### config.mk
export PLATFORM = sky130hd
export DESIGN_NAME = encoder16x4_queue
export DESIGN_NICKNAME = d
export VERILOG_FILES = /design/src/rtl/encoder16x4_queue.sv
export SDC_FILE = /design/constraint.sdc
export NUM_CORES = 1
export LEC_CHECK = 0
export CORE_MARGIN = 1.5
export CORE_UTILIZATION = 45
export DETAILED_ROUTE_END_ITERATION = 10
export HOLD_SLACK_MARGIN = 0.1
export PLACE_DENSITY = 0.81
export SLEW_MARGIN = 10
export SYNTH_ARGS = -nofsm -noshare
export SYNTH_HDL_FRONTEND = slang
export SYNTH_SLANG_ARGS = --single-unit
### constraint.sdc
create_clock -name clk -period 2.55 [get_ports clk]
set_clock_uncertainty 0.05 [all_clocks]
set_input_delay 0.3825 -clock clk [delete_from_list [all_inputs] [get_ports clk]]
set_output_delay 0.3825 -clock clk [all_outputs]
set_load 0.02 [all_outputs]
### src/rtl/encoder16x4_queue.sv
// Queued 16-to-4 event encoder: it captures request events and presents one index at a time over a valid/ready handshake.
// Build option: define ENCODER16X4_ROUND_ROBIN_EN to get round-robin selection (the default is fixed lowest-index priority).
//
// state     | meaning
// S_IDLE    | nothing presented, valid=0
// S_PRESENT | a holds a pending event, valid=1
module encoder16x4_queue (
  input  logic        clk,
  input  logic        rst,
  input  logic        en,
  input  logic [15:0] d,
  input  logic        ready,
  output logic [3:0]  a,
  output logic        valid,
  output logic [15:0] pending
);

  localparam logic [0:0] S_IDLE    = 1'b0;
  localparam logic [0:0] S_PRESENT = 1'b1;

  logic [0:0]  state_q, state_d;
  logic [3:0]  a_q, a_d;
  logic [15:0] pend_q, pend_d;

  logic        hs;
  logic [15:0] acc_mask;
  logic [15:0] eff;
  logic [3:0]  sel;

  assign hs       = (state_q == S_PRESENT) && ready;
  assign acc_mask = hs ? (16'h0001 << a_q) : 16'h0000;
  assign eff      = (pend_q & ~acc_mask) | (en ? d : 16'h0000);

`ifdef ENCODER16X4_ROUND_ROBIN_EN
  logic [3:0] ptr_q, ptr_d;
  logic [3:0] ptr_eff;

  // A handshake in this cycle moves the search origin at once, so the next pick already skips the index just accepted.
  assign ptr_eff = hs ? a_q : ptr_q;
  assign ptr_d   = ptr_eff;

  function automatic logic [3:0] pick_rr(input logic [15:0] v, input logic [3:0] start);
    logic [3:0] r;
    logic [3:0] idx;
    logic       found;
    r     = 4'h0;
    found = 1'b0;
    for (int i = 0; i < 16; i++) begin
      idx = start + 4'd1 + 4'(i);
      if (!found && v[idx]) begin
        r     = idx;
        found = 1'b1;
      end
    end
    return r;
  endfunction

  assign sel = pick_rr(eff, ptr_eff);

  always_ff @(posedge clk) begin
    if (rst) ptr_q <= 4'hF;
    else     ptr_q <= ptr_d;
  end
`else
  function automatic logic [3:0] pick_low(input logic [15:0] v);
    logic [3:0] r;
    r = 4'h0;
    for (int i = 15; i >= 0; i--) begin
      if (v[i]) r = 4'(i);
    end
    return r;
  endfunction

  assign sel = pick_low(eff);
`endif

  always_comb begin
    state_d = state_q;
    a_d     = a_q;
    pend_d  = eff;
    case (state_q)
      S_IDLE: begin
        if (eff != 16'h0000) begin
          a_d     = sel;
          state_d = S_PRESENT;
        end
      end
      S_PRESENT: begin
        if (ready) begin
          if (eff != 16'h0000) a_d = sel;
          else                 state_d = S_IDLE;
        end
      end
      default: state_d = S_IDLE;
    endcase
  end

  always_ff @(posedge clk) begin
    if (rst) begin
      state_q <= S_IDLE;
      a_q     <= 4'h0;
      pend_q  <= 16'h0000;
    end else begin
      state_q <= state_d;
      a_q     <= a_d;
      pend_q  <= pend_d;
    end
  end

  assign a       = a_q;
  assign valid   = (state_q == S_PRESENT);
  assign pending = pend_q;

endmodule
**Yosys cells after proc, flatten, opt, wreduce, memory -nomap -nowiden**

Index checks and enable logic that the tools add are counted.

- Flip-flop bits (word level): 21
- Bits of input ports: 20
- Output and inout bits: 21
- Word-level logic and storage cells: 35

- Equality and inequality tests: 1
- Shift operators: 1
- Multiplexer cells: 24
- Bitwise gates (word level): 4
- Reduce and logical (&&, ||, !) cells: 2

Operator list:

| cell | count |
|---|---|
| two-way mux 4 bit | 18 |
| two-way mux 16 bit | 2 |
| bitwise AND 16 bit | 1 |
| NOT 16 bit | 1 |
| OR 16 bit | 1 |
| nonzero test 16 bit | 1 |
| << shifter 1 x 4 -> 16 bit, first input constant | 1 |
| case mux 4 bit (2 select lines) | 1 |
| two-way mux 1 bit | 2 |
| != test 2 bit, second input constant | 1 |
| case mux 1 bit (2 select lines) | 1 |
| logical AND 1 bit | 1 |
| NOT 1 bit | 1 |

**Depth between registers and ports, before layout**

Gate-level depths: netlist of run 1.

- Depth after elaboration: 24
- Depth in mapped cells: 7
- Gate-level depth less buffers: 6

**Worst setup path after synthesis of run 1**

OpenSTA, ideal clock, no wires.

- Path kind: register to register
- Start point: register a_q[0] (netlist: a[0])
- End point: register a_q[1] (netlist: a[1])
- Library setup time: 0.121 ns
- Arrival time: 2.001 ns
- Required time: 2.379 ns
- Slack: 0.378 ns
- Stages on the path, launching flop included: 8
- Buffers on the path: 1
- Clock period less this slack: 2.172 ns
- Path through: dfxtp_1 > buf_4 > mux2_2 > o32ai_1 > and2_1 > nand4_1 > o21ai_2 > mux2_2

- Word-level cells in the longest chain between the ends: 24
- Elaborated cells on any way between the ends: 25
- Those cells by class: 1 x shift; 20 x mux; 3 x bitwise; 1 x reduce/logical

Ends and longest elaborated chain:

| element | line | RTL |
|---|---|---|
| start, declared | 22 | `logic [3:0] a_q, a_d;` |
| start signal, assigned | 101 | `a_q <= 4'h0;` |
| start signal, assigned | 105 | `a_q <= a_d;` |
| << shifter 1 x 4 -> 16 bit * | 31 | `assign acc_mask = hs ? (16'h0001 << a_q) : 16'h0000;` |
| two-way mux 16 bit * | 31 |  |
| NOT 16 bit * | 32 | `assign eff = (pend_q & ~acc_mask) \| (en ? d : 16'h0000);` |
| bitwise AND 16 bit * | 32 |  |
| OR 16 bit * | 32 |  |
| two-way mux 4 bit (16 in series) | 69 | `if (v[i]) r = 4'(i);` |
| two-way mux 4 bit * | 83, 90 |  |
| two-way mux 4 bit | 89 | `if (ready) begin` |
| case mux 4 bit (2 select lines) * | 81 | `case (state_q)` |

Every way passes the cells marked *; elsewhere a longest branch is shown, timed or not. The select of a mux whose other input is x is not followed.
A chain may end at the register's enable or synchronous reset.

**Final worst setup path of run 1**

- Start point: register a_q[2] (netlist: a[2])
- End point: register a_q[1] (netlist: a[1])

The elaborated chain is that of the path after synthesis.

==> results.rst, run 1 <==
.. list-table::
   :header-rows: 1

   * - Metric
     - Value
   * - Clock share of power
     - between 10% and 20%
   * - Layout-stage area growth over the synthesis result
     - 46.9%
   * - Floorplan row count
     - 18
   * - Final min period
     - 2.37 ns
   * - Clock Sinks
     - 21
   * - Depth of the worst register-to-register path
     - 6
   * - Final #Nets
     - ~220
   * - DR vias/cell
     - a little over 6
   * - Headroom to the max-slew limit
     - 66.1%
   * - Unrepaired setup endpoints after global routing
     - false
   * - Maximum number of pins on one net before global-route repair
     - 22
   * - Remaining global-route overflow
     - 0
   * - LEAKAGE
     - roughly 0.70 nW
   * - Start point of the critical path
     - a[2]$_SDFFE_PP0P_
   * - Final hold violation count
     - 0
   * - Antenna Cells
     - 0
   * - Grt peak-use layer
     - met2
   * - Data required, critical path
     - 2.72 ns
   * - Max incr delay on CP
     - 0.65 ns
   * - Combinational fraction of design power
     - 38.6%
   * - I/O pin total
     - between 40 and 50
   * - Clock-pin slew of the registers on the worst-case setup and hold paths
     - 0.12 ns
   * - Half-perimeter wire length after detailed placement
     - 2.87 mm
   * - Max Cap Violations
     - 0
   * - Top cell type by total area after synthesis
     - sky130_fd_sc_hd__dfxtp_1
   * - Internal Dissipation
     - 606 uW
   * - Critical-path cell with the highest stage delay
     - sky130_fd_sc_hd__dfxtp_1
   * - Final design area excluding fillers
     - 1820 sq um
   * - Overall track demand over capacity in global routing
     - 25.1%
   * - Switch share
     - between 30 and 40%
   * - Via count of the first global-routing pass
     - between 1000 and 1500
   * - Total clock buffers created by CTS
     - 3
   * - Post-Syn Area per Cell
     - roughly 8.8 sq um
   * - Post-route DRC violation count
     - 0
   * - Least-Margin Pin Slew
     - 0.508 ns
   * - Arrival time reported for the critical path endpoint
     - about 2.5 ns
   * - Type of element launching the critical path
     - flip-flop
   * - Routability congestion estimate
     - about 0.84
   * - Power density relative to cell area
     - roughly 510 nW/um^2
   * - Worst setup endpoint
     - a[1]$_SDFFE_PP0P_
   * - Sequential cell area fraction in the yosys report
     - 34.0%
   * - Number of DRC markers in iteration 0
     - around 40
   * - Mean routed wirelength per cell
     - 16.4 um
   * - Wire length of the first global-routing pass
     - about 6.2 mm
   * - Number of standard cells after synthesis
     - 141
   * - # Post-CTS Setup Buffers
     - 0
   * - Quantity of I/O buffers inserted on ports
     - 40
   * - Post-Route WL
     - between 3 and 4 mm
   * - Number of antenna violations at the first check in global routing
     - 0
   * - Clock tree from TritonCTS
     - yes
   * - Class of the most critical hold timing path
     - flip-flop to flip-flop
   * - Sequential share of power
     - 43.4%
   * - Maximum level of the CTS H-tree
     - 1
   * - Warnings, synthesis
     - 0
   * - Height of the die
     - 55.4 um
   * - Die width
     - 55.4 um
   * - Drt pass-1 iters
     - 4
   * - Count of pins over their slew limit
     - 0
   * - Result of the run
     - finished clean
   * - Maximum clock frequency
     - ~420 MHz
   * - Fraction of post-synthesis cell area in the top cell type by area
     - around 34%
   * - Fraction of layout instances using a drive strength above 1
     - approximately 18%
   * - Global-route met3 utilization
     - approximately 4.0%
   * - Total vias in the final route
     - roughly 1400
   * - Commonest non-fill, non-tap cells in the layout
     - 40 x sky130_fd_sc_hd__clkdlybuf4s50_1, 21 x sky130_fd_sc_hd__dfxtp_1, 17 x sky130_fd_sc_hd__buf_4, 12 x sky130_fd_sc_hd__nand2_1, 12 x sky130_fd_sc_hd__a21oi_1
   * - Clock root cell
     - sky130_fd_sc_hd__clkbuf_4
   * - Grt met1 use
     - around 29%
   * - Worst VDD drop
     - 0.392 mV
   * - Cell variety after synth
     - 44
   * - Highest fanout seen on the critical path
     - 14
   * - Critical Path Sink Type
     - flip-flop
   * - Synth Net Count
     - roughly 160
   * - Fillcell total
     - 205
   * - Number of nets still failing antenna checks after routing
     - 0
   * - Clock latency reported for the late side of the worst-skew pair
     - between 0.3 and 0.4 ns
   * - Post-cts hold buffer count
     - 0
   * - Most common cell after layout, fill and taps aside
     - sky130_fd_sc_hd__clkdlybuf4s50_1
   * - Starting density of the core
     - around half
   * - Number of synthesized register bits
     - 21
   * - Type of the worst setup path
     - flip-flop to flip-flop
   * - Number of setup violations in the final report
     - 0
   * - Part of the cycle the worst path needs
     - 92.9%
   * - Capturing point of the worst reg2reg path
     - a[1]$_SDFFE_PP0P_
   * - Synthesized area
     - roughly 1200 sq um
   * - Post-placement cell area
     - between 1500 and 2000 sq um
   * - Total Die Area
     - just over 3000 sq um
   * - Fraction of the core area covered by cells at the end of the flow
     - slightly above 70%
   * - Largest cells by area after synthesis
     - sky130_fd_sc_hd__dfxtp_1 34%, sky130_fd_sc_hd__a21oi_1 4.9%, sky130_fd_sc_hd__a221oi_2 3.6%, sky130_fd_sc_hd__nand2_1 3.6%, sky130_fd_sc_hd__o21a_1 3.6%
   * - Flop2flop setup slack
     - 0.18 ns
   * - Startpoint of the worst register-to-register path
     - a[2]$_SDFFE_PP0P_
   * - Critical path, cell by cell
     - nand2b_1 -> a22o_1 -> nor3_1 -> nand4_2 -> o21ai_2 -> mux2_2
   * - Max Root-Sink Buffers
     - 2
   * - Net switching power of the design
     - between 300 and 400 uW
   * - Core Box Area
     - 2540 sq um
   * - Met2 usage
     - 44.6%
   * - Cts repair resizes
     - 0
flip-flops by register name (all words and copies together) (netlist names):
name / cells
pending: 16
a: 4
valid: 1
per-stage QoR:
stage	cells	setup slack (ns)	hold slack [ns]	total power, mW	TNS (ns)
2_1_floorplan	141	0.378	0.486	0.594	0
3_3_place_gp	223	-0.0345	0.487	0.752	-0.0345
3_5_place_dp	223	-0.109	0.493	0.764	-0.120
4_1_cts	227	0.178	0.510	0.931	0
5_1_grt	227	0.0487	0.567	0.977	0
6_report	227	0.181	0.511	0.926	0
metal layers:
metal	vias to the layer above	part of all wire, %
met2	48	50
met3	15	4.7
met1	651	42
met5	-	0
met4	0	3.2
li1	662	-
power groups by stage:
stage          sequential [mW]  combinational, mW  clock, mW
2_1_floorplan            0.431              0.163          0
5_1_grt                  0.407              0.383      0.187
3_5_place_dp             0.409              0.355          0
4_1_cts                  0.401              0.357      0.173
3_3_place_gp             0.405              0.347          0
6_report                 0.402              0.358      0.167
logic make-up (layout without fill, tap and decap cells):
group           Yosys count  after routing  share of synthesized area [%]
simple gates             52             52                           24.7
mux                       4              4                           3.54
compound gates           55             55                           34.2
flops                    21             21                           34.0
buf+inv                   9             65                           3.54
synthesized netlist by cell type:
master                      count
sky130_fd_sc_hd__o2bb2ai_1      1
sky130_fd_sc_hd__a311oi_1       1
sky130_fd_sc_hd__a21oi_1       12
sky130_fd_sc_hd__o2111ai_1      1
sky130_fd_sc_hd__nand4_2        2
sky130_fd_sc_hd__o32ai_1        2
sky130_fd_sc_hd__o221ai_1       1
sky130_fd_sc_hd__and4_1         1
sky130_fd_sc_hd__clkbuf_1       1
sky130_fd_sc_hd__a22oi_1        3
sky130_fd_sc_hd__o21ai_1        1
sky130_fd_sc_hd__buf_1          1
sky130_fd_sc_hd__a211oi_2       1
sky130_fd_sc_hd__a22o_1         3
sky130_fd_sc_hd__a21boi_0       4
sky130_fd_sc_hd__nand4_1        3
sky130_fd_sc_hd__a221oi_2       3
sky130_fd_sc_hd__dfxtp_1       21
sky130_fd_sc_hd__buf_4          2
sky130_fd_sc_hd__inv_1          3
sky130_fd_sc_hd__a211oi_1       2
sky130_fd_sc_hd__a221o_1        3
sky130_fd_sc_hd__nor2b_1        4
sky130_fd_sc_hd__o221a_2        1
sky130_fd_sc_hd__o211ai_1       1
sky130_fd_sc_hd__nand2b_1       4
sky130_fd_sc_hd__nor3b_2        1
sky130_fd_sc_hd__nand2_1       12
sky130_fd_sc_hd__nand4b_2       1
sky130_fd_sc_hd__nand4b_1       1
sky130_fd_sc_hd__a221oi_1       2
sky130_fd_sc_hd__o21a_1         6
sky130_fd_sc_hd__and2_1         3
sky130_fd_sc_hd__buf_2          2
sky130_fd_sc_hd__o21ai_0        5
sky130_fd_sc_hd__nand4bb_2      1
sky130_fd_sc_hd__mux2i_1        1
sky130_fd_sc_hd__and3_1         4
sky130_fd_sc_hd__o21ai_2        1
sky130_fd_sc_hd__nor2_1        11
sky130_fd_sc_hd__nor3_1         1
sky130_fd_sc_hd__nand3_1        3
sky130_fd_sc_hd__mux2_2         3
sky130_fd_sc_hd__a31o_1         1
worst min-delay path by stage:
stage	startpoint	endpoint	depth (start not counted)
5_1_grt	pending[14]$_SDFF_PP0_	pending[14]$_SDFF_PP0_	2
3_3_place_gp	pending[4]$_SDFF_PP0_	pending[4]$_SDFF_PP0_	2
4_1_cts	pending[14]$_SDFF_PP0_	pending[14]$_SDFF_PP0_	2
6_report	pending[14]$_SDFF_PP0_	pending[14]$_SDFF_PP0_	2
2_1_floorplan	en	pending[2]$_SDFF_PP0_	2
3_5_place_dp	pending[14]$_SDFF_PP0_	pending[14]$_SDFF_PP0_	2
worst max-delay path, delay by kind of cell, from the launching register on:
family / cells / cell delay, ns
muxes: 1 / 0.35
and+or+nand+nor: 3 / 0.75
DFF: 1 / 0.65
AOI/OAI and AO/OA: 2 / 0.47
area by class of cell:
class / instances / area (sq um) / area share, %
repair buffers: 58 / 548 / 30.2
clock buffers: 4 / 26.3 / 1.45
multi-input cells: 111 / 772 / 42.5
flip-flops and latches: 21 / 420 / 23.2
inverters: 3 / 11.3 / 0.620
well taps: 30 / 37.5 / 2.07
No activity file was read; power rests on OpenSTA's default activity.
==> run 2: changes to the inputs <==
Settings changed: CORE_UTILIZATION 45 to 54, DONT_BUFFER_PORTS set to 1, PLACE_DENSITY 0.81 to 0.71, SLEW_MARGIN 10 to not set.
==> results.rst, run 2 (synthesis gave the netlist of run 1 again) <==
.. list-table::
   :header-rows: 1

   * - Metric
     - Value
   * - Result of the run
     - finished clean
   * - Max incr delay on CP
     - 0.65 ns (about the same)
   * - Clock latency reported for the late side of the worst-skew pair
     - 0.31 ns (about the same)
   * - Via count of the first global-routing pass
     - 1088 (-19%)
   * - Post-route DRC violation count
     - 0 (unchanged)
   * - Internal Dissipation
     - 518 uW (-15%)
   * - Wire length of the first global-routing pass
     - 4.97 mm (-20%)
   * - LEAKAGE
     - 0.494 nW (-29%)
   * - Maximum clock frequency
     - 414 MHz (-2.0%)
   * - Total clock buffers created by CTS
     - 3 (unchanged)
   * - Final worst hold slack
     - 0.180 ns (-0.331 ns)
   * - Seq. cell area
     - 422 sq um (+0.30%)
   * - I/O pin total
     - 41 (unchanged)
   * - Multi-input logic area
     - 772 sq um (unchanged)
   * - Switch share
     - 35.9% (+1.4 points)
   * - Type of the worst setup path
     - flip-flop to flip-flop
   * - Layout-stage area growth over the synthesis result
     - 7.49%
   * - Setup TNS Final
     - 0 ns (unchanged)
   * - Height of the die
     - 50.8 um (-8.2%)
   * - Max Root-Sink Buffers
     - 2 (unchanged)
   * - Quantity of I/O buffers inserted on ports
     - 0 (-100%)
   * - Net switching power of the design
     - 290 uW (-9.3%)
   * - Type of element launching the critical path
     - flip-flop
   * - Half-perimeter wire length after detailed placement
     - 2.40 mm (-17%)
   * - Core Box Area
     - 2190 sq um (-14%)
   * - Critical Path Sink Type
     - flip-flop
   * - Clock Sinks
     - 21 (unchanged)
   * - Maximum level of the CTS H-tree
     - 1 (unchanged)
   * - Clock tree from TritonCTS
     - yes
   * - Overall track demand over capacity in global routing
     - 25.6% (+0.54 points)
   * - Post-Route WL
     - 3.18 mm (-15%)
   * - Clock-pin slew of the registers on the worst-case setup and hold paths
     - 0.12 ns (about the same)
   * - Sequential share of power
     - 54.6% (+11 points)
   * - Flip-flop count of the largest register after layout
     - 16 (unchanged)
   * - Depth of the worst register-to-register path
     - 6 (unchanged)
   * - Least-Margin Pin Slew
     - 0.704 ns (+0.196 ns)
   * - Critical-path cell with the highest stage delay
     - sky130_fd_sc_hd__dfxtp_1
   * - Fillcell total
     - 201 (-2.0%)
   * - Capturing point of the worst reg2reg path
     - a[1]$_SDFFE_PP0P_
   * - Number of DRC markers in iteration 0
     - 38 (-7.3%)
   * - Startpoint of the worst register-to-register path
     - a[2]$_SDFFE_PP0P_
   * - Routability congestion estimate
     - 0.969 (+15%)
   * - Start point of the critical path
     - a[2]$_SDFFE_PP0P_
   * - Critical path, cell by cell
     - nand2b_1 -> a22oi_1 -> and3_1 -> nand4_1 -> o21ai_2 -> mux2_2
   * - Combinational fraction of design power
     - 25.1% (-14 points)
   * - Antenna Cells
     - 0 (unchanged)
   * - Starting density of the core
     - 56.4% (+7.9 points)
   * - Fraction of layout instances using a drive strength above 1
     - 17.0% (-0.76 points)
   * - Number of nets still failing antenna checks after routing
     - 0 (unchanged)
   * - Mean routed wirelength per cell
     - 18.1 um (+11%)
   * - Data required, critical path
     - 2.71 ns (about the same)
   * - Final hold violation count
     - 0 (unchanged)
   * - Total Die Area
     - 2590 sq um (-16%)
   * - Clock share of power
     - 20.4% (+2.4 points)
   * - Power density relative to cell area
     - 608 nW/um^2 (+19%)
   * - Unrepaired setup endpoints after global routing
     - false
   * - Number of antenna violations at the first check in global routing
     - 0 (unchanged)
   * - Final #Nets
     - 168 (-23%)
   * - Part of the cycle the worst path needs
     - 94.8% (+1.9 points)
   * - Die width
     - 50.8 um (-8.2%)
   * - Clock root cell
     - sky130_fd_sc_hd__clkbuf_4
   * - Headroom to the max-slew limit
     - 52.9% (-13 points)
   * - Floorplan row count
     - 17 (-1)
   * - Maximum number of pins on one net before global-route repair
     - 22 (unchanged)
   * - Total vias in the final route
     - 1176 (-15%)
   * - Drt pass-1 iters
     - 6 (+2)
   * - Worst hold path endpoint
     - pending[9]$_SDFF_PP0_
   * - Class of the most critical hold timing path
     - input pin to flip-flop
   * - Remaining global-route overflow
     - 0 (unchanged)
   * - DR vias/cell
     - 6.72 (+11%)
   * - Worst VDD drop
     - 0.304 mV (-22%)
   * - Max Cap Violations
     - 0 (unchanged)
   * - Count of pins over their slew limit
     - 0 (unchanged)
   * - Commonest non-fill, non-tap cells in the layout
     - 20 x sky130_fd_sc_hd__dfxtp_1, 12 x sky130_fd_sc_hd__nand2_1, 12 x sky130_fd_sc_hd__a21oi_1, 11 x sky130_fd_sc_hd__nor2_1, 7 x sky130_fd_sc_hd__buf_4
   * - Number of setup violations in the final report
     - 0 (unchanged)
   * - # Post-CTS Setup Buffers
     - 0 (unchanged)
   * - Highest fanout seen on the critical path
     - 14 (unchanged)
   * - Worst hold path stage count
     - 2 (unchanged)
   * - Most common cell after layout, fill and taps aside
     - sky130_fd_sc_hd__dfxtp_1
   * - Flop2flop setup slack
     - 0.13 ns (-0.05 ns)
   * - Critical hold path startpoint
     - en
   * - Arrival time reported for the critical path endpoint
     - 2.57 ns (+0.04 ns)
   * - Final min period
     - 2.42 ns (+0.0473 ns)
## run 2: worst max-delay path by stage
stage                         to  slack [ns]  cells past startpoint
5_1_grt        a[1]$_SDFFE_PP0P_        0.02                      6
6_report       a[1]$_SDFFE_PP0P_        0.13                      6
3_5_place_dp   a[1]$_SDFFE_PP0P_        0.12                      6
4_1_cts        a[1]$_SDFFE_PP0P_        0.09                      6
3_3_place_gp   a[1]$_SDFFE_PP0P_        0.21                      6
2_1_floorplan  a[1]$_SDFFE_PP0P_        0.38                      7
## run 2: area by class of cell
class | count | share of cell area [%]
tap | 28 | 2.64
multi-input combinational | 111 | 58.1
timing repair buffer | 8 | 4.71
sequential | 21 | 31.7
clock buffer | 4 | 1.98
inverter | 3 | 0.847
## run 2: repair_timing
item | CTS | global route
gates resized for setup | 0 | 1
endpoints found under the setup margin | 0 | 1
hold buffers | 1 | 0
endpoints found under the hold margin | 19 | 0
## run 2: per-layer routing
metal  part of all wire (%)  up-vias  global-route usage, %
li1                       -      557                      -
met1                     42      550                   31.7
met2                     49       60                   44.5
met5                      0        -                      0
met3                    6.8        9                   3.22
met4                    2.5        0                   11.3
## run 2: critical path: cells and delay by family, from the launching register on
kind	cells	cell delay, ns
compound gates	2	0.54
simple gates	3	0.70
flops	1	0.65
mux	1	0.35
## run 2: power by group through the flow
stage	clock network (mW)	registers, mW	logic (mW)
after floorplan	0	0.431	0.163
after detailed placement	0	0.448	0.195
after global routing	0.184	0.445	0.223
final	0.165	0.441	0.203
after global placement	0	0.445	0.190
after CTS	0.164	0.440	0.201
## run 2: through the flow
step	utilization, %	worst slack [ns]	area [sq um]	total power, mW	instances
2_1_floorplan	-	0.378	1240	0.594	141
3_3_place_gp	58.9	0.214	1290	0.635	170
3_5_place_dp	58.9	0.122	1290	0.642	170
4_1_cts	60.6	0.0921	1330	0.806	175
5_1_grt	60.7	0.0151	1330	0.852	175
6_report	60.7	0.134	1330	0.808	175
==> run 3: changes to the inputs <==
Settings changed: CORE_UTILIZATION 54 to 61, PLACE_DENSITY 0.71 to 0.79.
==> results.rst, run 3 (synthesis gave the netlist of run 1 again) <==
.. list-table::
   :header-rows: 1

   * - Metric
     - Value
   * - Maximum clock frequency
     - 425 MHz (+2.8%)
   * - Most common cell after layout, fill and taps aside
     - sky130_fd_sc_hd__dfxtp_1
   * - Floorplan row count
     - 16 (-1)
   * - Height of the die
     - 48.0 um (-5.6%)
   * - Core Box Area
     - 1940 sq um (-11%)
   * - Overall track demand over capacity in global routing
     - 28.5% (+2.9 points)
   * - Power consumption
     - 808 uW (about the same)
   * - Arrival time reported for the critical path endpoint
     - 2.50 ns (-0.07 ns)
   * - Clock-pin slew of the registers on the worst-case setup and hold paths
     - 0.12 ns (about the same)
   * - Final min period
     - 2.35 ns (-0.0655 ns)
   * - Highest fanout seen on the critical path
     - 6 (-8)
   * - Post-cts hold buffer count
     - 1 (unchanged)
   * - Post-route DRC violation count
     - 0 (unchanged)
   * - Starting density of the core
     - 63.7% (+7.2 points)
   * - Total clock buffers created by CTS
     - 3 (unchanged)
   * - Drt pass-1 iters
     - 4 (-2)
   * - Class of the most critical hold timing path
     - input pin to flip-flop
   * - Number of DRC markers in iteration 0
     - 48 (+26%)
   * - # Post-CTS Setup Buffers
     - 0 (unchanged)
   * - Number of setup violations in the final report
     - 0 (unchanged)
   * - Final hold violation count
     - 0 (unchanged)
   * - Max Cap Violations
     - 0 (unchanged)
   * - LEAKAGE
     - 0.499 nW (+0.99%)
   * - Maximum level of the CTS H-tree
     - 1 (unchanged)
   * - Fraction of layout instances using a drive strength above 1
     - 16.9% (-0.11 points)
   * - Post-Route WL
     - 3.05 mm (-3.9%)
   * - Data required, critical path
     - 2.70 ns (about the same)
   * - Type of the worst setup path
     - flip-flop to flip-flop
   * - Final #Nets
     - 169 (+0.60%)
   * - Max Root-Sink Buffers
     - 2 (unchanged)
   * - Flip-flop count of the largest register after layout
     - 16 (unchanged)
   * - Critical Path Sink Type
     - flip-flop
   * - Clock tree from TritonCTS
     - yes
   * - Clock root cell
     - sky130_fd_sc_hd__clkbuf_4
   * - Power density relative to cell area
     - 606 nW/um^2 (-0.34%)
   * - Setup TNS Final
     - 0 ns (unchanged)
   * - Commonest non-fill, non-tap cells in the layout
     - 21 x sky130_fd_sc_hd__dfxtp_1, 12 x sky130_fd_sc_hd__nand2_1, 12 x sky130_fd_sc_hd__a21oi_1, 11 x sky130_fd_sc_hd__nor2_1, 8 x sky130_fd_sc_hd__buf_4
   * - Type of element launching the critical path
     - flip-flop
   * - Maximum number of pins on one net before global-route repair
     - 22 (unchanged)
   * - Antenna Cells
     - 0 (unchanged)
   * - Mean routed wirelength per cell
     - 17.4 um (-3.9%)
   * - Wire length of the first global-routing pass
     - 4.60 mm (-7.6%)
   * - Routability congestion estimate
     - 0.867 (-10%)
   * - Die width
     - 48.0 um (-5.6%)
   * - Total Die Area
     - 2310 sq um (-11%)
   * - Layout-stage area growth over the synthesis result
     - 7.89%
   * - Total vias in the final route
     - 1200 (+2.0%)
   * - Number of nets still failing antenna checks after routing
     - 0 (unchanged)
   * - Cts repair resizes
     - 0 (unchanged)
   * - Fillcell total
     - 169 (-16%)
   * - Via count of the first global-routing pass
     - 1078 (-0.92%)
   * - Unrepaired setup endpoints after global routing
     - false
   * - DR vias/cell
     - 6.86 (+2.0%)
   * - Clock latency reported for the late side of the worst-skew pair
     - 0.30 ns (about the same)
   * - Remaining global-route overflow
     - 0 (unchanged)
   * - Half-perimeter wire length after detailed placement
     - 2.26 mm (-5.7%)
   * - Number of antenna violations at the first check in global routing
     - 0 (unchanged)
   * - I/O pin total
     - 41 (unchanged)
   * - Least-Margin Pin Slew
     - 0.720 ns (+0.0161 ns)
   * - Part of the cycle the worst path needs
     - 92.2% (-2.6 points)
   * - Quantity of I/O buffers inserted on ports
     - 0 (unchanged)
   * - Clock Sinks
     - 21 (unchanged)
   * - Headroom to the max-slew limit
     - 51.8% (-1.1 points)
   * - Count of pins over their slew limit
     - 0 (unchanged)
   * - Worst VDD drop
     - 0.450 mV (+48%)
   * - Result of the run
     - finished clean
run 3: cell count changes in the layout (fill, tap and decap cells not counted), sizes merged:
| cell | before | now |
|---|---|---|
| buf | 7 | 8 |
run 3: final cells by class:
cell class | instances | area, sq um | area share, %
well taps | 27 | 33.8 | 2.53
repair buffers | 9 | 70.1 | 5.25
multi-input cells | 111 | 772 | 57.9
inverters | 3 | 11.3 | 0.844
flip-flops and latches | 21 | 420 | 31.5
clock buffers | 4 | 26.3 | 1.97
run 3: worst paths after layout:
check	slack, ns	depth (start not counted)	from	end
worst max-delay path	0.20	6	a[1]$_SDFFE_PP0P_	a[1]$_SDFFE_PP0P_
worst min-delay path	0.18	2	en	pending[9]$_SDFF_PP0_
worst max register to register	0.20	6	a[1]$_SDFFE_PP0P_	a[1]$_SDFFE_PP0P_
worst min register to register	0.60	2	pending[9]$_SDFF_PP0_	pending[9]$_SDFF_PP0_
run 3: where the power goes:
group / total, mW / switching, mW / internal (mW) / leakage [nW]
sequential: 0.433 / 0.0743 / 0.359 / 0.175
combinational: 0.213 / 0.113 / 0.0997 / 0.310
clock: 0.162 / 0.101 / 0.0610 / 0.0150
total: 0.808 / 0.289 / 0.520 / 0.499
run 3: metrics by stage:
step / utilization (%) / hold WS (ns) / setup slack, ns / instance area (sq um) / std cells
2_1_floorplan: - / 0.486 / 0.378 / 1240 / 141
3_3_place_gp: 66.8 / 0.405 / 0.297 / 1300 / 170
3_5_place_dp: 66.8 / 0.406 / 0.239 / 1300 / 170
4_1_cts: 68.7 / 0.175 / 0.205 / 1330 / 175
5_1_grt: 68.7 / 0.166 / 0.0582 / 1330 / 175
6_report: 68.7 / 0.176 / 0.199 / 1330 / 175
run 3: metal layers:
layer | GRT usage (%) | wire length (um) | part of all wire [%] | up-vias
met5 | 0 | 0 | 0 | -
met4 | 8.11 | 49 | 1.6 | 0
met3 | 5.66 | 250 | 8.2 | 7
li1 | - | - | - | 564
met1 | 37.3 | 1300 | 43 | 571
met2 | 47.5 | 1450 | 47 | 58
run 3: critical path, cell delays in order, from the launching register on:
cell                       delay, ns
sky130_fd_sc_hd__dfxtp_1        0.56
sky130_fd_sc_hd__nand4_2        0.24
sky130_fd_sc_hd__a221o_1        0.39
sky130_fd_sc_hd__a211oi_2       0.26
sky130_fd_sc_hd__nand4_1        0.20
sky130_fd_sc_hd__o21ai_2        0.20
sky130_fd_sc_hd__mux2_2         0.35
